--- src/rtl/uart_adc_poller_pkg.sv ---
// uart_adc_poller_pkg
//   Shared definitions for the UART ADC poller: the poll FSM state type,
//   the command-byte helper and the derivations of the slot period and
//   response timeout (in clock cycles) from the top-level parameters.
package uart_adc_poller_pkg;

    typedef enum logic [2:0] {
        ST_IDLE,
        ST_SEND,
        ST_WAIT_TX,
        ST_RECV,
        ST_COMMIT
    } state_t;

    // Clock cycles per poll slot.
    function automatic int slot_cycles(input int clk_freq, input int poll_hz);
        return clk_freq / poll_hz;
    endfunction

    // Response timeout in clock cycles: TIMEOUT_BYTES 10-bit frames.
    // Computed in 64 bits so fast clocks with long timeouts do not overflow.
    function automatic int timeout_cycles(input int clk_freq, input int baud,
                                          input int bytes);
        longint t;
        t = longint'(bytes) * longint'(10) * longint'(clk_freq) / longint'(baud);
        return int'(t);
    endfunction

    // Command byte for a channel; wraps modulo 256.
    function automatic logic [7:0] cmd_for(input logic [7:0] base,
                                           input logic [7:0] ch);
        return base + ch;
    endfunction

endpackage

--- src/rtl/uart_adc_poller_uart.sv ---
// uart_tx / uart_rx
//   8N1 UART primitives used by the ADC poller.
//   uart_tx: clk, rst_n, start (1-cycle request, ignored while busy),
//            data[7:0], tx (idle high), busy (high from the cycle after
//            start until the stop bit has been fully sent).
//   uart_rx: clk, rst_n, rx (asynchronous line, idle high), data[7:0],
//            ready (1-cycle pulse at the middle of a valid stop bit).
module uart_tx #(
    parameter int CLKS_PER_BIT = 48
) (
    input  logic       clk,
    input  logic       rst_n,
    input  logic       start,
    input  logic [7:0] data,
    output logic       tx,
    output logic       busy
);
    localparam int CW = $clog2(CLKS_PER_BIT + 1);

    logic [CW-1:0] clk_cnt;
    logic [3:0]    bit_idx;
    logic [8:0]    shreg;   // {stop, data[7:0]}; start bit driven directly

    always_ff @(posedge clk or negedge rst_n) begin
        if (!rst_n) begin
            tx      <= 1'b1;
            busy    <= 1'b0;
            clk_cnt <= '0;
            bit_idx <= '0;
            shreg   <= '1;
        end else if (!busy) begin
            if (start) begin
                tx      <= 1'b0;
                busy    <= 1'b1;
                shreg   <= {1'b1, data};
                clk_cnt <= '0;
                bit_idx <= '0;
            end
        end else if (clk_cnt == CW'(CLKS_PER_BIT - 1)) begin
            clk_cnt <= '0;
            if (bit_idx == 4'd9) begin
                busy <= 1'b0;
                tx   <= 1'b1;
            end else begin
                tx      <= shreg[0];
                shreg   <= {1'b1, shreg[8:1]};
                bit_idx <= bit_idx + 4'd1;
            end
        end else begin
            clk_cnt <= clk_cnt + CW'(1);
        end
    end
endmodule

module uart_rx #(
    parameter int CLKS_PER_BIT = 48
) (
    input  logic       clk,
    input  logic       rst_n,
    input  logic       rx,
    output logic [7:0] data,
    output logic       ready
);
    localparam int CW   = $clog2(CLKS_PER_BIT + 1);
    localparam int HALF = CLKS_PER_BIT / 2;

    logic          rx_meta, rx_s;
    logic          active;
    logic [CW-1:0] clk_cnt;
    logic [3:0]    bit_idx;   // 0 start, 1..8 data, 9 stop
    logic [7:0]    shreg;

    always_ff @(posedge clk or negedge rst_n) begin
        if (!rst_n) begin
            rx_meta <= 1'b1;
            rx_s    <= 1'b1;
            active  <= 1'b0;
            clk_cnt <= '0;
            bit_idx <= '0;
            shreg   <= '0;
            data    <= '0;
            ready   <= 1'b0;
        end else begin
            rx_meta <= rx;
            rx_s    <= rx_meta;
            ready   <= 1'b0;
            if (!active) begin
                if (!rx_s) begin
                    active  <= 1'b1;
                    clk_cnt <= '0;
                    bit_idx <= '0;
                end
            end else if (clk_cnt == ((bit_idx == 4'd0) ? CW'(HALF - 1)
                                                       : CW'(CLKS_PER_BIT - 1))) begin
                clk_cnt <= '0;
                if (bit_idx == 4'd0) begin
                    // glitch shorter than half a bit: not a start bit
                    if (rx_s) active <= 1'b0;
                    else      bit_idx <= 4'd1;
                end else if (bit_idx <= 4'd8) begin
                    shreg   <= {rx_s, shreg[7:1]};
                    bit_idx <= bit_idx + 4'd1;
                end else begin
                    active <= 1'b0;
                    if (rx_s) begin
                        data  <= shreg;
                        ready <= 1'b1;
                    end
                end
            end else begin
                clk_cnt <= clk_cnt + CW'(1);
            end
        end
    end
endmodule

--- src/rtl/uart_adc_poller.sv ---
// uart_adc_poller
//   Polls a serial ADC front-end over UART, one channel per poll slot.
//   Each poll sends CMD_BASE+channel, then expects a two-byte reply
//   (low byte first); the low ADC_WIDTH bits of {b1,b0} become the sample.
//   No complete reply within TIMEOUT_BYTES byte-times clears the channel's
//   valid flag and bumps a saturating timeout counter.
//   Ports:
//     clk, rst_n         system clock, async active-low reset
//     rx / tx            UART lines to the ADC front-end (idle high)
//     enable             permits new polls to start
//     adc_data           channel n at [n*ADC_WIDTH +: ADC_WIDTH]
//     adc_valid          last poll of channel n succeeded
//     sample_strobe      1-cycle pulse when channel n is updated
//     timeout_count      saturating count of timed-out polls
//     busy               a poll transaction is in progress
module uart_adc_poller
    import uart_adc_poller_pkg::*;
#(
    parameter int         CLK_FREQ      = 12000000,
    parameter int         BAUD          = 250000,
    parameter int         CHANNELS      = 4,
    parameter int         ADC_WIDTH     = 10,
    parameter int         POLL_HZ       = 400,
    parameter logic [7:0] CMD_BASE      = 8'hA1,
    parameter int         TIMEOUT_BYTES = 4
) (
    input  logic                          clk,
    input  logic                          rst_n,
    input  logic                          rx,
    output logic                          tx,
    input  logic                          enable,
    output logic [CHANNELS*ADC_WIDTH-1:0] adc_data,
    output logic [CHANNELS-1:0]           adc_valid,
    output logic [CHANNELS-1:0]           sample_strobe,
    output logic [15:0]                   timeout_count,
    output logic                          busy
);
    localparam int SLOT_CYC     = slot_cycles(CLK_FREQ, POLL_HZ);
    localparam int TO_CYC       = timeout_cycles(CLK_FREQ, BAUD, TIMEOUT_BYTES);
    localparam int CLKS_PER_BIT = CLK_FREQ / BAUD;
    localparam int SLOT_W       = $clog2(SLOT_CYC + 1);
    localparam int TO_W         = $clog2(TO_CYC + 1);
    localparam int CH_W         = (CHANNELS > 1) ? $clog2(CHANNELS) : 1;

    state_t                state, state_nxt;
    logic [SLOT_W-1:0]     slot_cnt;
    logic                  slot_wrap;
    logic                  pending;
    logic                  take;
    logic [CH_W-1:0]       channel, channel_nxt;
    logic [CHANNELS-1:0]   ch_mask;
    logic                  byte_cnt;
    logic [7:0]            low_byte;
    logic [TO_W-1:0]       to_cnt;
    logic                  expired;
    logic                  got_word;
    logic [ADC_WIDTH-1:0]  sample;
    logic                  tx_start, tx_busy;
    logic [7:0]            tx_data;
    logic [7:0]            rx_data;
    logic                  rx_ready;

    assign slot_wrap   = (slot_cnt == SLOT_W'(SLOT_CYC - 1));
    assign take        = (state == ST_IDLE) && pending && enable;
    assign tx_start    = (state == ST_SEND);
    assign tx_data     = cmd_for(CMD_BASE, 8'(channel));
    assign ch_mask     = CHANNELS'(1) << channel;
    assign channel_nxt = (channel == CH_W'(CHANNELS - 1)) ? '0 : channel + CH_W'(1);
    assign sample      = ADC_WIDTH'({rx_data, low_byte});
    assign got_word    = (state == ST_RECV) && rx_ready && byte_cnt;
    // A byte arriving on the expiry cycle wins. The counter keeps running
    // after the first byte, so >= catches an expiry that a byte pre-empted.
    assign expired     = (state == ST_RECV) && !rx_ready && (to_cnt >= TO_W'(TO_CYC - 1));
    assign busy        = (state != ST_IDLE);

    always_ff @(posedge clk or negedge rst_n) begin
        if (!rst_n) state <= ST_IDLE;
        else        state <= state_nxt;
    end

    always_comb begin
        state_nxt = state;
        case (state)
            ST_IDLE:    if (pending && enable) state_nxt = ST_SEND;
            ST_SEND:    state_nxt = ST_WAIT_TX;
            ST_WAIT_TX: if (!tx_busy) state_nxt = ST_RECV;
            ST_RECV: begin
                if (got_word)     state_nxt = ST_COMMIT;
                else if (expired) state_nxt = ST_IDLE;
            end
            ST_COMMIT:  state_nxt = ST_IDLE;
            default:    state_nxt = ST_IDLE;
        endcase
    end

    always_ff @(posedge clk or negedge rst_n) begin
        if (!rst_n) begin
            slot_cnt      <= '0;
            pending       <= 1'b0;
            channel       <= '0;
            byte_cnt      <= 1'b0;
            low_byte      <= '0;
            to_cnt        <= '0;
            adc_data      <= '0;
            adc_valid     <= '0;
            sample_strobe <= '0;
            timeout_count <= '0;
        end else begin
            sample_strobe <= '0;
            slot_cnt      <= slot_wrap ? '0 : slot_cnt + SLOT_W'(1);
            // single-deep request: wraps while already pending are lost
            if (take)           pending <= 1'b0;
            else if (slot_wrap) pending <= 1'b1;

            case (state)
                ST_WAIT_TX: begin
                    byte_cnt <= 1'b0;
                    to_cnt   <= '0;
                end
                ST_RECV: begin
                    if (rx_ready) begin
                        if (!byte_cnt) begin
                            low_byte <= rx_data;
                            byte_cnt <= 1'b1;
                            to_cnt   <= to_cnt + TO_W'(1);
                        end else begin
                            // registered here so data/strobe appear in COMMIT,
                            // the cycle after the second byte's ready pulse
                            for (int n = 0; n < CHANNELS; n++)
                                if (ch_mask[n]) adc_data[n*ADC_WIDTH +: ADC_WIDTH] <= sample;
                            adc_valid     <= adc_valid | ch_mask;
                            sample_strobe <= ch_mask;
                        end
                    end else if (expired) begin
                        adc_valid <= adc_valid & ~ch_mask;
                        if (timeout_count != 16'hFFFF) timeout_count <= timeout_count + 16'd1;
                        byte_cnt  <= 1'b0;
                        channel   <= channel_nxt;
                    end else begin
                        to_cnt <= to_cnt + TO_W'(1);
                    end
                end
                ST_COMMIT: channel <= channel_nxt;
                default: ;
            endcase
        end
    end

    uart_tx #(.CLKS_PER_BIT(CLKS_PER_BIT)) u_tx (
        .clk   (clk),
        .rst_n (rst_n),
        .start (tx_start),
        .data  (tx_data),
        .tx    (tx),
        .busy  (tx_busy)
    );

    uart_rx #(.CLKS_PER_BIT(CLKS_PER_BIT)) u_rx (
        .clk   (clk),
        .rst_n (rst_n),
        .rx    (rx),
        .data  (rx_data),
        .ready (rx_ready)
    );
endmodule
--- config.mk ---
export PLATFORM = sky130hd
export DESIGN_NAME = uart_adc_poller
export DESIGN_NICKNAME = d
export VERILOG_FILES = /design/src/rtl/uart_adc_poller_pkg.sv /design/src/rtl/uart_adc_poller_uart.sv /design/src/rtl/uart_adc_poller.sv
export SDC_FILE = /design/constraint.sdc
export NUM_CORES = 1
export LEC_CHECK = 0
export BUFFER_PORTS_ARGS = -buffer_cell sky130_fd_sc_hd__buf_2
export CAP_MARGIN = 5
export CORE_MARGIN = 3
export CORE_UTILIZATION = 50
export CTS_CLUSTER_DIAMETER = 40
export DETAILED_ROUTE_END_ITERATION = 7
export PLACE_DENSITY = 0.76
export SYNTH_ARGS = -nofsm -noshare
export SYNTH_HDL_FRONTEND = slang
export SYNTH_SLANG_ARGS = --single-unit
--- constraint.sdc ---
create_clock -name clk -period 2.4 [get_ports clk]
set_input_delay 0.48 -clock clk [delete_from_list [all_inputs] [get_ports clk]]
set_output_delay 0.48 -clock clk [all_outputs]
set_load 0.02 [all_outputs]
=== After elaboration in Yosys (flattened, before gate mapping) ===
Cells that the tools add are included.

* Word-level logic and storage cells: 167
* Flip-flop bits (word level): 156

* Shift operators: 1
* $add $sub $neg: 9
* Bitwise logic cells: 7
* Eq/ne operators: 25
* Magnitude comparators: 2
* Reduce and logical (&&, ||, !) cells: 32
* Muxes and demuxes: 64

{| class="wikitable"
|+ Operators by type and width
! kind !! count
|-
| 4-bit 2-to-1 mux || 16
|-
| 6-bit 2-to-1 mux || 7
|-
| 9-bit 2-to-1 mux || 4
|-
| 11-bit 2-to-1 mux || 3
|-
| 4-bit AND reduction || 7
|-
| 1-bit 2-to-1 mux || 22
|-
| 11-bit one-hot mux with 2 select lines || 1
|-
| 2-bit inequality test (second input constant) || 9
|-
| 3-bit AND reduction || 6
|-
| 16-bit by 1-bit adder with 16-bit output (second input constant) || 1
|-
| 16-bit inequality test (second input constant) || 1
|-
| 15-bit by 1-bit adder with 15-bit output (second input constant) || 1
|-
| 15-bit equality test (second input constant) || 1
|-
| 15-bit 2-to-1 mux || 1
|-
| 6-bit by 1-bit adder with 6-bit output (second input constant) || 2
|-
| 3-bit 2-to-1 mux || 4
|-
| 3-bit one-hot mux with 4 select lines || 1
|-
| 11-bit by 1-bit adder with 11-bit output (second input constant) || 1
|-
| 11-bit greater-or-equal comparator (second input constant) || 1
|-
| 2-bit nonzero test || 5
|-
| 3-bit inequality test (second input constant) || 3
|-
| 4-bit by 1-bit adder with 4-bit output (second input constant) || 2
|-
| 8-bit by 2-bit adder with 8-bit output (first input constant) || 1
|-
| 1-bit logical AND || 7
|-
| 25 further kinds || 33
|}

=== Depth between registers and ports, before layout ===
* Depth after elaboration: 6
* Depth in mapped cells: 10

=== Cells and area by module ===
A second synthesis with hierarchy kept.

* Cell total of the unflattened synthesis: 601
* Area total of the unflattened synthesis: 7156.9 um^2

{| class="wikitable"
|+ Modules (own cells, without submodules)
! module !! times used !! area an instance (um^2) !! cells an instance
|-
| uart_adc_poller || 1 || 4668.2 || 385
|-
| uart_rx || 1 || 1375.1 || 109
|-
| uart_tx || 1 || 1113.6 || 107
|}

=== Least setup slack after synthesis ===
Ideal clock, no wire load.

* Kind: flip-flop to flip-flop
* From: reg u_rx.bit_idx[0]
* To: reg u_rx.data[0]
* Path slack: 120 ps
* Clock period less this slack: 2280 ps
* Data required time: 2275 ps
* Data arrival time: 2155 ps
* Library setup time: 125 ps
* Cell stages (with the launch flop): 11
* Cell sequence: dfrtp_1 > inv_1 > ha_1 > or3b_1 > buf_2 > mux2i_1 > and2b_1 > buf_6 > and3_2 > buf_12 > mux2_4

* Longest elaborated chain between the ends: 4
* Elaborated cells on any way between the ends: 7
* Those cells by class: order compare: 1; eq/ne: 1; mux: 1; bitwise: 2; reduce/logical: 2

{| class="wikitable"
|+ RTL lines
! what !! RTL line !! source
|-
| from (decl) || uart_adc_poller_uart.sv:70 || <nowiki>logic [3:0] bit_idx;</nowiki>
|-
| from (signal assigned) || uart_adc_poller_uart.sv:102 || <nowiki>bit_idx <= bit_idx + 4'd1;</nowiki>
|-
| 4-bit zero test || uart_adc_poller_uart.sv:93, uart_adc_poller_uart.sv:96 ||
|-
| 6-bit 2-to-1 mux || uart_adc_poller_uart.sv:93 || <nowiki>end else if (clk_cnt == ((bit_idx == 4'd0) ? CW'(HALF - 1)</nowiki>
|-
| 6-bit equality test || uart_adc_poller_uart.sv:93 ||
|-
| 5-bit AND reduction (no source line) (*) || - ||
|-
| to (signal assigned) || uart_adc_poller_uart.sv:106 || <nowiki>data <= shreg;</nowiki>
|-
| to (decl) || uart_adc_poller_uart.sv:61 || <nowiki>output logic [7:0] data,</nowiki>
|}

Mark *: on every way between the ends. The rest lies on a longest branch, timed or not.
A chain may end at the register's enable or synchronous reset.

=== Final worst setup path ===
* From: reg u_rx.bit_idx[0]
* To: reg u_rx.shreg[2]

* Longest elaborated chain between the ends: 4
* Elaborated cells on any way between the ends: 6
* Those cells by class: order compare: 1; eq/ne: 1; mux: 1; bitwise: 1; reduce/logical: 2

{| class="wikitable"
|+ RTL lines
! what !! RTL line !! source
|-
| 4-bit zero test || uart_adc_poller_uart.sv:93, uart_adc_poller_uart.sv:96 ||
|-
| 6-bit 2-to-1 mux || uart_adc_poller_uart.sv:93 ||
|-
| 6-bit equality test || uart_adc_poller_uart.sv:93 ||
|-
| 4-bit AND reduction (no source line) (*) || - ||
|-
| to (signal assigned) || uart_adc_poller_uart.sv:101 || <nowiki>shreg <= {rx_s, shreg[7:1]};</nowiki>
|-
| to (decl) || uart_adc_poller_uart.sv:71 || <nowiki>logic [7:0] shreg;</nowiki>
|}

Marks and branches as above.

==> impl_metrics.ini <==
[global_routing]
grt_use_total_pct = 19.5
grt_overflow = 0
grt_max_degree = 62
grt_pass1_vias = 4783
antenna_found_initial = 0
grt_pass1_wl_um = 23000

[setup_path]
regToRegEndpoint = u_rx.shreg[2]$_DFFE_PN0P_
worst-r2r-cell-count = 8
critPathLaunchType = register
worst_r2r_startpoint = u_rx.bit_idx[0]$_DFFE_PN0P_
crit_family = simple AND/OR/NAND/NOR gates
max_stage_delay_ps = 420
cp_cell_sequence = inv_1 -> ha_1 -> or3b_1 -> mux2i_1 -> and2b_1 -> buf_4 -> nand4_4 -> mux2_2
cp.required_ps = 2710
crit_path_end_kind = register
cpMaxStageDelayCell = dfrtp_1
cp_num_buf_inv = 2
arrival_ps = 2570
ff2ff_setup_slack_ps = 140
crit_type = reg -> reg
crit_fanout = 8

[cts]
numCtsBuffers = 17
clock_latency_ps = 430
cts_htree_levels = 4
clock-sinks = 154
clockBufferDepth = 2
cts_setup_buffers = 0
clk_pin_slew_worst_paths_ps = 60
cts_tree = done
cts-root-buf = clkbuf_16

[sta]
fmax_mhz = 443
setup_viol = 0
whs_ps = 153
finalCriticalPeriod_ps = 2260
slew_viol_final = 0
period_share_pct = 94.0
finClkSkew_ps = 10.3
max_slew_margin_pct = 45.7
max_slew.worst_pin.slew_ps = 807
fin_setup_tns_ps = 0
worst_slack_ps = 143
rsz0062_at_grt = false
final-hold-violation-count = 0

[drt]
dr.first_iter.drc_count = 280
ant_nets = 0
drt_pass1_iterations = 4
vias_per_cell = 5.49
drc = 0
routed_wl_um = 13500
wl_per_cell_um = 16.0
vias = 4643

[synthesis]
avgSynthCellArea_um2 = 11.8
syn_area_um2 = 6800
synth-seq-cells = 154
yosys.area.top_type = dfrtp_1
ys_types = 55
synth_common_cells = dfrtp_1, nand2_1, mux2_2
synth.top_cell.area_share_pct = 53.0
synth_edf_count = 0
synth_most_common_cell = dfrtp_1
netlist_instances = 574
synth-async-reset-ratio_pct = 100
synth-main-ff-cell = dfrtp_1
yosysSeqAreaShare_pct = 56.9
synth.area.top_cells = dfrtp_1, mux2_2, dfstp_2
syn-num-nets = 591
ys_warn_count = 0

[final_layout]
final_nets = 678
n_antenna_cell = 0
final_util_pct = 62.1
area_growth_pct = 18.1
layout-drive-gt1-share_pct = 29.9

[placement]
place_congestion = 0.921
post-place-ws_ps = 99.8
portBuffers = 69
dp_hpwl_um = 9340

[floorplan]
die_x_um = 123
die_h_um = 123
pin_count = 70
fp-row-count = 41
start_util_pct = 52.6
dieArea_um2 = 15000
core_um2 = 12900

[worst_hold_path]
worstHoldPathCells = 1
worstHoldEndpoint = u_rx.rx_meta$_DFF_PN1_
hold_start = rx
hp-class = in -> reg

[flow_run]
drv_cap = 0

[power]
p_leak_nw = 4.09
power_mw = 5.94
ir_worst_vdd_v = 0.000775
cellPowerDensity_nw_per_um2 = 740

[status]
status = finished clean
cell type report:
type	count	area [µm²]
tap	172	215
clock buffer	17	425
sequential	154	3870
inverter	16	60.1
timing repair buffer	85	499
multi-input combinational	387	2790
clock inverter	14	176
fill	997	4900
registers in the layout, indices dropped and copies added (netlist names), 6 cells and up, named ones only:
| signal | cells |
|---|---|
| slot_cnt | 15 |
| u_rx.data | 8 |
| u_rx.clk_cnt | 6 |
| u_tx.clk_cnt | 6 |
| to_cnt | 11 |
| low_byte | 8 |
| adc_data | 40 |
| timeout_count | 16 |
| u_tx.shreg | 7 |
| u_rx.shreg | 8 |
report_power, final:
part / internal [mW] / switching, mW / total (mW)
clock network: 1.58 / 1.15 / 2.72
logic: 0.199 / 0.256 / 0.456
registers: 2.67 / 0.0882 / 2.76
through the flow:
step                      instances  area (µm²)
final                           845        8030
after global routing            845        8030
after CTS                       845        8020
after detailed placement        813        7410
after global placement          813        7410
after floorplan                 574        6800
metal layers:
metal	global-route usage, %	part of all wire, %
met1	25.0	44
met2	31.6	50
met3	5.62	4.8
met4	7.42	1.7
met5	0	0
how the worst max path moves through the flow:
stage	slack [ps]	from	to	cells past startpoint
global placement	210	u_rx.bit_idx[0]$_DFFE_PN0P_	u_rx.data[4]$_DFFE_PN0P_	7
detailed placement	100	u_rx.bit_idx[0]$_DFFE_PN0P_	u_rx.data[5]$_DFFE_PN0P_	7
CTS	90	u_rx.bit_idx[0]$_DFFE_PN0P_	u_rx.data[4]$_DFFE_PN0P_	7
floorplan	120	u_rx.bit_idx[0]$_DFFE_PN0P_	u_rx.data[0]$_DFFE_PN0P_	10
finish	140	u_rx.bit_idx[0]$_DFFE_PN0P_	u_rx.shreg[2]$_DFFE_PN0P_	8
global route	10	u_rx.bit_idx[0]$_DFFE_PN0P_	u_rx.shreg[5]$_DFFE_PN0P_	8
timing repair:
action / in CTS / in global routing
gates resized for setup: 0 / 1
endpoints found under the hold margin: 38 / 0
hold buffers: 1 / 0
setup endpoints to repair: 0 / 8
layout by cell type (no fill, tap or decap), drive strengths merged, types with 7 or more instances in the layout:
cell type	netlist	routed
nor3	7	7
nand3	23	23
ha	13	13
o21ai	34	34
nand2	63	63
nand2b	10	10
xnor2	15	15
xor2	24	24
buf	4	84
nor4	7	7
dfrtp	144	144
clkbuf	13	17
a21oi	10	10
and3	12	12
nand4	8	8
a21o	7	7
nor2	30	30
dfstp	10	10
inv	16	25
mux2	69	69
cells by family (layout without fill, tap and decap cells):
group | Yosys count | after routing | synth area share, %
AO/OA/AOI/OAI | 71 | 71 | 6.43
XOR/XNOR | 39 | 39 | 5.03
adder cells (fa/ha/maj) | 13 | 13 | 2.39
buffers and inverters | 33 | 132 | 2.19
flip-flops | 154 | 154 | 56.9
multiplexers | 73 | 73 | 12.5
AND/OR/NAND/NOR | 191 | 191 | 14.6
Power figures use the tool's default switching activity.
